<file path="config.mk">
export PLATFORM = sky130hd
export DESIGN_NAME = fetch_decode_queue
export DESIGN_NICKNAME = d
export VERILOG_FILES = /design/src/rtl/fetch_decode_queue_pkg.sv /design/src/rtl/fetch_decode_queue.sv
export SDC_FILE = /design/constraint.sdc
export NUM_CORES = 1
export LEC_CHECK = 0
export CAP_MARGIN = 20
export CORE_MARGIN = 2
export CORE_UTILIZATION = 42
export DETAILED_ROUTE_END_ITERATION = 8
export GPL_TIMING_DRIVEN = 0
export PLACE_DENSITY_LB_ADDON = 0.25
export SETUP_SLACK_MARGIN = 0.4
export SYNTH_ARGS = -nofsm -noshare
export SYNTH_HDL_FRONTEND = slang
export SYNTH_SLANG_ARGS = --single-unit
</file>
<file path="constraint.sdc">
create_clock -name clk -period 9.8 [get_ports clk]
set_clock_uncertainty 0.15 [all_clocks]
set_input_delay 1.96 -clock clk [delete_from_list [all_inputs] [get_ports clk]]
set_output_delay 1.96 -clock clk [all_outputs]
set_load 0.05 [all_outputs]
</file>
<file path="src/rtl/fetch_decode_queue_pkg.sv">
// fetch_decode_queue_pkg: shared widths and the fetch packet type stored by the queue
package fetch_decode_queue_pkg;
   localparam int FDQ_ADDR_WIDTH = 32;
   localparam int FDQ_DATA_WIDTH = 32;
   localparam int FDQ_DEPTH      = 8;
   typedef struct packed {
      logic [FDQ_ADDR_WIDTH-1:0] instruction_addr;
      logic [FDQ_DATA_WIDTH-1:0] instruction;
   } fetch_packet_t;
endpackage

</file>
<file path="src/rtl/fetch_decode_queue.sv">
// fetch_decode_queue: elastic FIFO of (pc, instruction) pairs between fetch and decode
// Ports: clk/rst (async, active high), flush (sync clear);
//        if_valid/if_ready/if_instruction_addr/if_instruction from fetch;
//        id_valid/id_ready/id_instruction_addr/id_instruction to decode (zero when empty);
//        count = current occupancy.
module fetch_decode_queue
   import fetch_decode_queue_pkg::*;
#(
   parameter int ADDR_WIDTH = FDQ_ADDR_WIDTH,
   parameter int DATA_WIDTH = FDQ_DATA_WIDTH,
   parameter int DEPTH      = FDQ_DEPTH
) (
   input  logic                         clk,
   input  logic                         rst,
   input  logic                         flush,
   input  logic                         if_valid,
   output logic                         if_ready,
   input  logic [ADDR_WIDTH-1:0]        if_instruction_addr,
   input  logic [DATA_WIDTH-1:0]        if_instruction,
   output logic                         id_valid,
   input  logic                         id_ready,
   output logic [ADDR_WIDTH-1:0]        id_instruction_addr,
   output logic [DATA_WIDTH-1:0]        id_instruction,
   output logic [$clog2(DEPTH+1)-1:0]   count
);
   localparam int PW = $clog2(DEPTH);
   localparam int CW = $clog2(DEPTH + 1);
   localparam logic [CW-1:0] FULL = CW'(DEPTH);

   fetch_packet_t   r_mem [DEPTH];
   logic [PW-1:0]   r_head;
   logic [PW-1:0]   r_tail;
   logic [CW-1:0]   r_count;
   logic            w_push;
   logic            w_pop;
   fetch_packet_t   w_head;

   // Ready comes from registered occupancy only, so a pop never opens a slot in the same cycle.
   assign if_ready            = r_count != FULL;
   assign id_valid            = r_count != '0;
   assign w_push              = if_valid & if_ready;
   assign w_pop               = id_valid & id_ready;
   assign w_head              = id_valid ? r_mem[r_head] : '0;
   assign id_instruction_addr = w_head.instruction_addr;
   assign id_instruction      = w_head.instruction;
   assign count               = r_count;

   always_ff @(posedge clk or posedge rst) begin
      if (rst) begin
         r_head  <= '0;
         r_tail  <= '0;
         r_count <= '0;
      end else if (flush) begin
         r_head  <= '0;
         r_tail  <= '0;
         r_count <= '0;
      end else begin
         if (w_push) r_tail <= r_tail + 1'b1;
         if (w_pop) r_head <= r_head + 1'b1;
         if (w_push != w_pop) r_count <= w_push ? r_count + 1'b1 : r_count - 1'b1;
      end
   end

   // Storage is not reset; occupancy alone decides what is visible.
   always_ff @(posedge clk) begin
      if (w_push && !flush) r_mem[r_tail] <= '{instruction_addr: if_instruction_addr, instruction: if_instruction};
   end

   a_count_bound: assert property (@(posedge clk) disable iff (rst) r_count <= FULL);
   a_no_pop_empty: assert property (@(posedge clk) disable iff (rst) w_pop |-> r_count != '0);
   a_no_push_full: assert property (@(posedge clk) disable iff (rst) w_push |-> r_count != FULL);
endmodule

</file>
Yosys cells after proc, flatten, opt, wreduce, memory -nomap -nowiden
Memories as Yosys holds them, arrays and structs flattened.
Cells that the tools add are included.
{"block": "totals", "ram_bits": 512, "mem_bits_ro": 0, "input_bits": 69, "n_memories": 1, "wordCells": 28, "latchBits": 0, "ff_bits": 10}
{"block": "classes", "n_bitwise": 2, "mul": 0, "n_reduce_logical": 6, "n_div": 0, "n_lt_le_gt_ge": 0, "n_eq_ne": 2, "add_sub_neg": 4, "mux": 10, "n_shift": 0}
{"memory": "r_mem", "depth": 8, "width": 64, "read_ports": 1, "rd_ports_with_merged_regs": 0, "wr": 1, "line": "fetch_decode_queue.sv:30", "text": "fetch_packet_t r_mem [DEPTH];"}
{"op": "$mux 64", "count": 1}
{"op": "$mux 3", "count": 4}
{"op": "$mux 4", "count": 3}
{"op": "$add 3x1->3 const B", "count": 2}
{"op": "$reduce_bool 2->1", "count": 3}
{"op": "$add 4x1->4 const B", "count": 1}
{"op": "$ne 4x4->1 const B", "count": 1}
{"op": "$reduce_bool 4->1", "count": 1}
{"op": "$sub 4x1->4 const B", "count": 1}
{"op": "$and 1x1->1", "count": 2}
{"op": "$mux 1", "count": 2}
{"op": "$logic_and 1x1->1", "count": 1}
{"op": "$logic_not 1->1", "count": 1}
{"op": "$ne 1x1->1", "count": 1}

Logic depth before layout (Yosys ltp)
{"block": "logic_depth", "word_depth": 5, "mapped_depth": 9}

Least setup slack after synthesis
OpenSTA, ideal clock, no wires.
{"block": "synth_timing", "kind": "in2reg", "startpoint": "input if_valid", "endpoint": "memory r_mem[0][0] (netlist bit) (enable)", "cell_stages": 4, "path_buffers": 1, "setup_time_ns": 0.565, "required_time_ns": 9.085, "t_arrival_ns": 6.954, "slack_ns": 2.131, "cell_sequence": "buf_2 nand2_8 or3_4 nor3_1"}
{"block": "synth_via", "elab_chain_len": 4}
{"item": "start, declared", "line": "fetch_decode_queue.sv:16", "text": "input logic if_valid,"}
{"item": "$and 1x1->1", "line": "fetch_decode_queue.sv:41", "text": "assign w_push = if_valid & if_ready;"}
{"item": "$logic_and 1x1->1", "line": "fetch_decode_queue.sv:66", "text": "if (w_push && !flush) r_mem[r_tail] <= '{instruction_addr: if_instruction_addr, instruction: if_instruction};"}
{"item": "$mux 1", "line": "fetch_decode_queue.sv:66"}
{"item": "$mux 1 (not written as such)", "line": "fetch_decode_queue.sv:66"}
{"item": "end, declared", "line": "fetch_decode_queue.sv:30"}
Every way passes these cells.

Final worst setup path
{"block": "layout_timing", "startpoint": "register r_count[0] (netlist: count[0])", "endpoint": "output id_instruction_addr[16]"}
{"block": "layout_via", "elab_chain_len": 2}
{"item": "start, declared", "line": "fetch_decode_queue.sv:33", "text": "logic [CW-1:0] r_count;"}
{"item": "start signal, assigned", "line": "fetch_decode_queue.sv:60", "text": "if (w_push != w_pop) r_count <= w_push ? r_count + 1'b1 : r_count - 1'b1;"}
{"item": "$reduce_bool 4->1", "line": "fetch_decode_queue.sv:40", "text": "assign id_valid = r_count != '0;"}
{"item": "$mux 64", "line": "fetch_decode_queue.sv:43", "text": "assign w_head = id_valid ? r_mem[r_head] : '0;"}
{"item": "end, declared", "line": "fetch_decode_queue.sv:22", "text": "output logic [ADDR_WIDTH-1:0] id_instruction_addr,"}
Every way passes these cells.

==> flow_metrics.py <==
metrics = {
    "die": {
        "die_h_um": 223,
        "die_x_um": 223,
        "core_area_sq_um": 47500,
        "row_count": 80,
        "die-area_sq_um": 49700,
        "start_util_pct": 42.3,
        "io_pins": 139,
    },
    "worst_hold_path": {
        "whs_endpoint": "r_tail[1]",
        "min_path_type": "reg -> reg",
        "holdCritStartpoint": "r_tail[1]",
        "hold_depth": 2,
    },
    "cells_and_area": {
        "nFillCells": 3721,
        "instances_no_fill": 1770,
        "nNetsFinal": 1191,
        "syn_to_final_growth_pct": 22.2,
        "drive_above_1_share_pct": 24.4,
    },
    "global_routing": {
        "grt_overflow_total": 0,
        "antenna_found_initial": 6,
        "grt_pass1_vias": 10000,
        "grtUsageTotal_pct": 17.5,
        "grt_start_max_net_pins": 26,
        "grt_pass1_wl_mm": 63.8,
    },
    "placement": {
        "io_buffers": 137,
        "finalWeightedCongestion": 0.731,
        "placedCellCount": 1678,
        "place_hpwl_mm": 26.8,
        "dp_slack_ns": 4.63,
    },
    "critical_path": {
        "path_max_fanout": 10,
        "cp_data_required_time_ns": 7.69,
        "endpoint_kind": "output pin",
        "r2r_end": "r_mem[2][45]",
        "critical_path_class": "reg -> out",
        "start_kind": "register",
        "reg2reg_depth": 8,
        "r2r_setup_slack_ns": 6.62,
        "rr_startpoint": "count[1]",
        "worstPathArrival_ns": 3.47,
    },
    "sta": {
        "slew_violations": 0,
        "relSlewSlack_pct": 33.2,
        "fmax_mhz": 179,
        "hold_viol": 0,
        "fin_ws_ns": 4.22,
        "min_period_ns": 5.58,
        "rsz0062_at_grt": "no",
        "setup_viol": 0,
        "worst_pin_slew_ns": 1.00,
        "holdWs_ns": 0.437,
        "period_share_pct": 57.0,
    },
    "logic_synthesis": {
        "yosysWarnings": 0,
        "synth_top_family_by_area": "multiplexers",
        "syn_inst": 892,
        "synth_fa_ha_area_share_pct": 0.348,
        "synthXorXnorAreaFrac_pct": 0.261,
        "postSynthAreaPerCell_sq_um": 22.6,
        "synth_compound_area_share_pct": 0.516,
        "seq_area_frac_synth_pct": 77.6,
        "synth_mux_area_share_pct": 17.7,
        "yosys.area_share.simple_pct": 2.15,
        "ys_types": 35,
        "mappedNetlistArea_sq_um": 20100,
        "ys_seq_elements": 522,
        "syn_nets": 966,
    },
    "clock_network": {
        "cts_setup_buffers": 0,
        "h-tree-depth": 2,
        "tritoncts": "built",
        "clk_pin_slew_ns": 0.06,
        "clockBufferDepth": 3,
        "insertion_delay_ns": 0.58,
        "cts_root_buf": "clkbuf_16",
        "cts_resized": 0,
        "hold_buffers": 0,
        "cts.sinks": 522,
        "cts_buffers": 52,
    },
    "route": {
        "wl_per_cell_um": 24.0,
        "drc": 0,
        "first_pass_iters": 5,
        "drtIter0Drc": 665,
        "vias": 9446,
        "ant_nets": 0,
        "wl_mm": 42.4,
        "via_per_inst": 5.34,
    },
    "pwr": {
        "vdd_ir_drop_max_v": 0.000218,
        "totalPowerFinal_mw": 6.98,
        "p_leak_nw": 7.67,
        "power_density_nw_per_um2": 284,
    },
    "flow_run": {
        "drv_cap": 0,
    },
    "run_status": {
        "outcome": "complete, no violations",
    },
}
==> worst max-delay path, cell delays in order, from the launching register on <==
cell and delay [ns]:
dfrtp_1 0.39, buf_6 0.14, nor4_1 0.32, buf_2 0.50, buf_1 0.56, nor2_1 0.20, clkdlybuf4s50_1 0.75
==> layout make-up <==
| type | count | area (sq um) | share of cell area [%] |
|---|---|---|---|
| sequential | 522 | 15600 | 63.5 |
| multi-input combinational | 316 | 4270 | 17.3 |
| timing repair buffer | 171 | 1950 | 7.92 |
| clock buffer | 63 | 1360 | 5.54 |
| tap | 615 | 769 | 3.13 |
| clock inverter | 28 | 339 | 1.38 |
| buffer | 47 | 267 | 1.08 |
| inverter | 7 | 26.3 | 0.107 |
| antenna | 1 | 2.50 | 0.0102 |
==> kinds of logic after synthesis <==
| family | Yosys count |
|---|---|
| buf+inv | 54 |
| mux | 195 |
| xor+xnor | 6 |
| compound gates | 11 |
| fa+ha+maj | 5 |
| flops | 522 |
| simple gates | 99 |
==> synth_stat cells, drive strengths merged <==
cell type	instances	share of area [%]
a211o	1	0.050
inv	7	0.13
nand4b	1	0.044
a31oi	1	0.031
xnor2	2	0.087
nand2	5	0.17
nor4	2	0.062
nand2b	2	0.062
o311a	1	0.11
nor2	78	1.5
mux4	128	14
buf	42	1.2
o2111ai	1	0.044
o211ai	1	0.037
ha	4	0.25
fa	1	0.099
a211oi	2	0.14
nor3	4	0.099
dfrtp	10	1.2
o21a	1	0.037
xor2	4	0.17
mux2i	67	3.3
nand3	5	0.15
o21ai	1	0.025
edfxtp	512	76
or3	1	0.056
clkbuf	5	0.093
or4b	1	0.050
a21oi	2	0.050
==> how the worst max path moves through the flow <==
| stage | from | endpoint | slack (ns) |
|---|---|---|---|
| floorplan | if_valid | r_mem[0][0] | 2.13 |
| global placement | if_valid | r_mem[2][45] | -3.13 |
| detailed placement | if_valid | r_mem[2][45] | 4.63 |
| CTS | count[0] | id_instruction_addr[16] | 4.09 |
| global route | count[0] | id_instruction_addr[18] | 3.99 |
| finish | count[0] | id_instruction_addr[16] | 4.22 |
==> through the flow <==
stage | TNS [ns] | instance area [sq um] | util (%)
after floorplan | 0 | 20100 | -
after global placement | -397.52 | 22300 | 46.8
after detailed placement | 0 | 22900 | 48.2
after CTS | 0 | 24600 | 51.8
after global routing | 0 | 24600 | 51.8
final | 0 | 24600 | 51.8
==> flip-flops by register name, indices dropped and copies added (netlist names) <==
name and cells:
r_mem 512, count 4, r_head 3, r_tail 3
==> placed cells by master (no fill, tap or decap), types with 3 or more instances in the layout <==
cell and count:
clkbuf_1 15, nor2_4 6, nor2_1 72, bufinv_16 8
buf_12 12, buf_16 5, buf_1 6, buf_6 15
mux2i_1 67, nand2_1 4, nand3_1 4, clkdlybuf4s50_1 137
inv_1 7, clkinv_1 11, dfrtp_1 10, clkinv_2 5
ha_1 4, clkbuf_16 53, buf_4 14, xor2_1 4
buf_8 3, mux4_2 128, buf_2 21, edfxtp_1 512
==> per-layer routing <==
layer  share of wire (%)  global-route usage [%]  up-vias
li1                    -                       -     4149
met5                0.18                       0        -
met4                 2.1                    5.15       10
met2                  49                    28.9      196
met3                 4.9                    3.92       66
met1                  43                    23.5     5025
==> where the power goes <==
group	leakage [nW]	internal, mW	switching (mW)
sequential	4.76	2.53	0.0334
clock	0.823	1.19	0.798
combinational	2.09	0.916	1.51
total	7.67	4.64	2.34
Power figures use the tool's default switching activity.
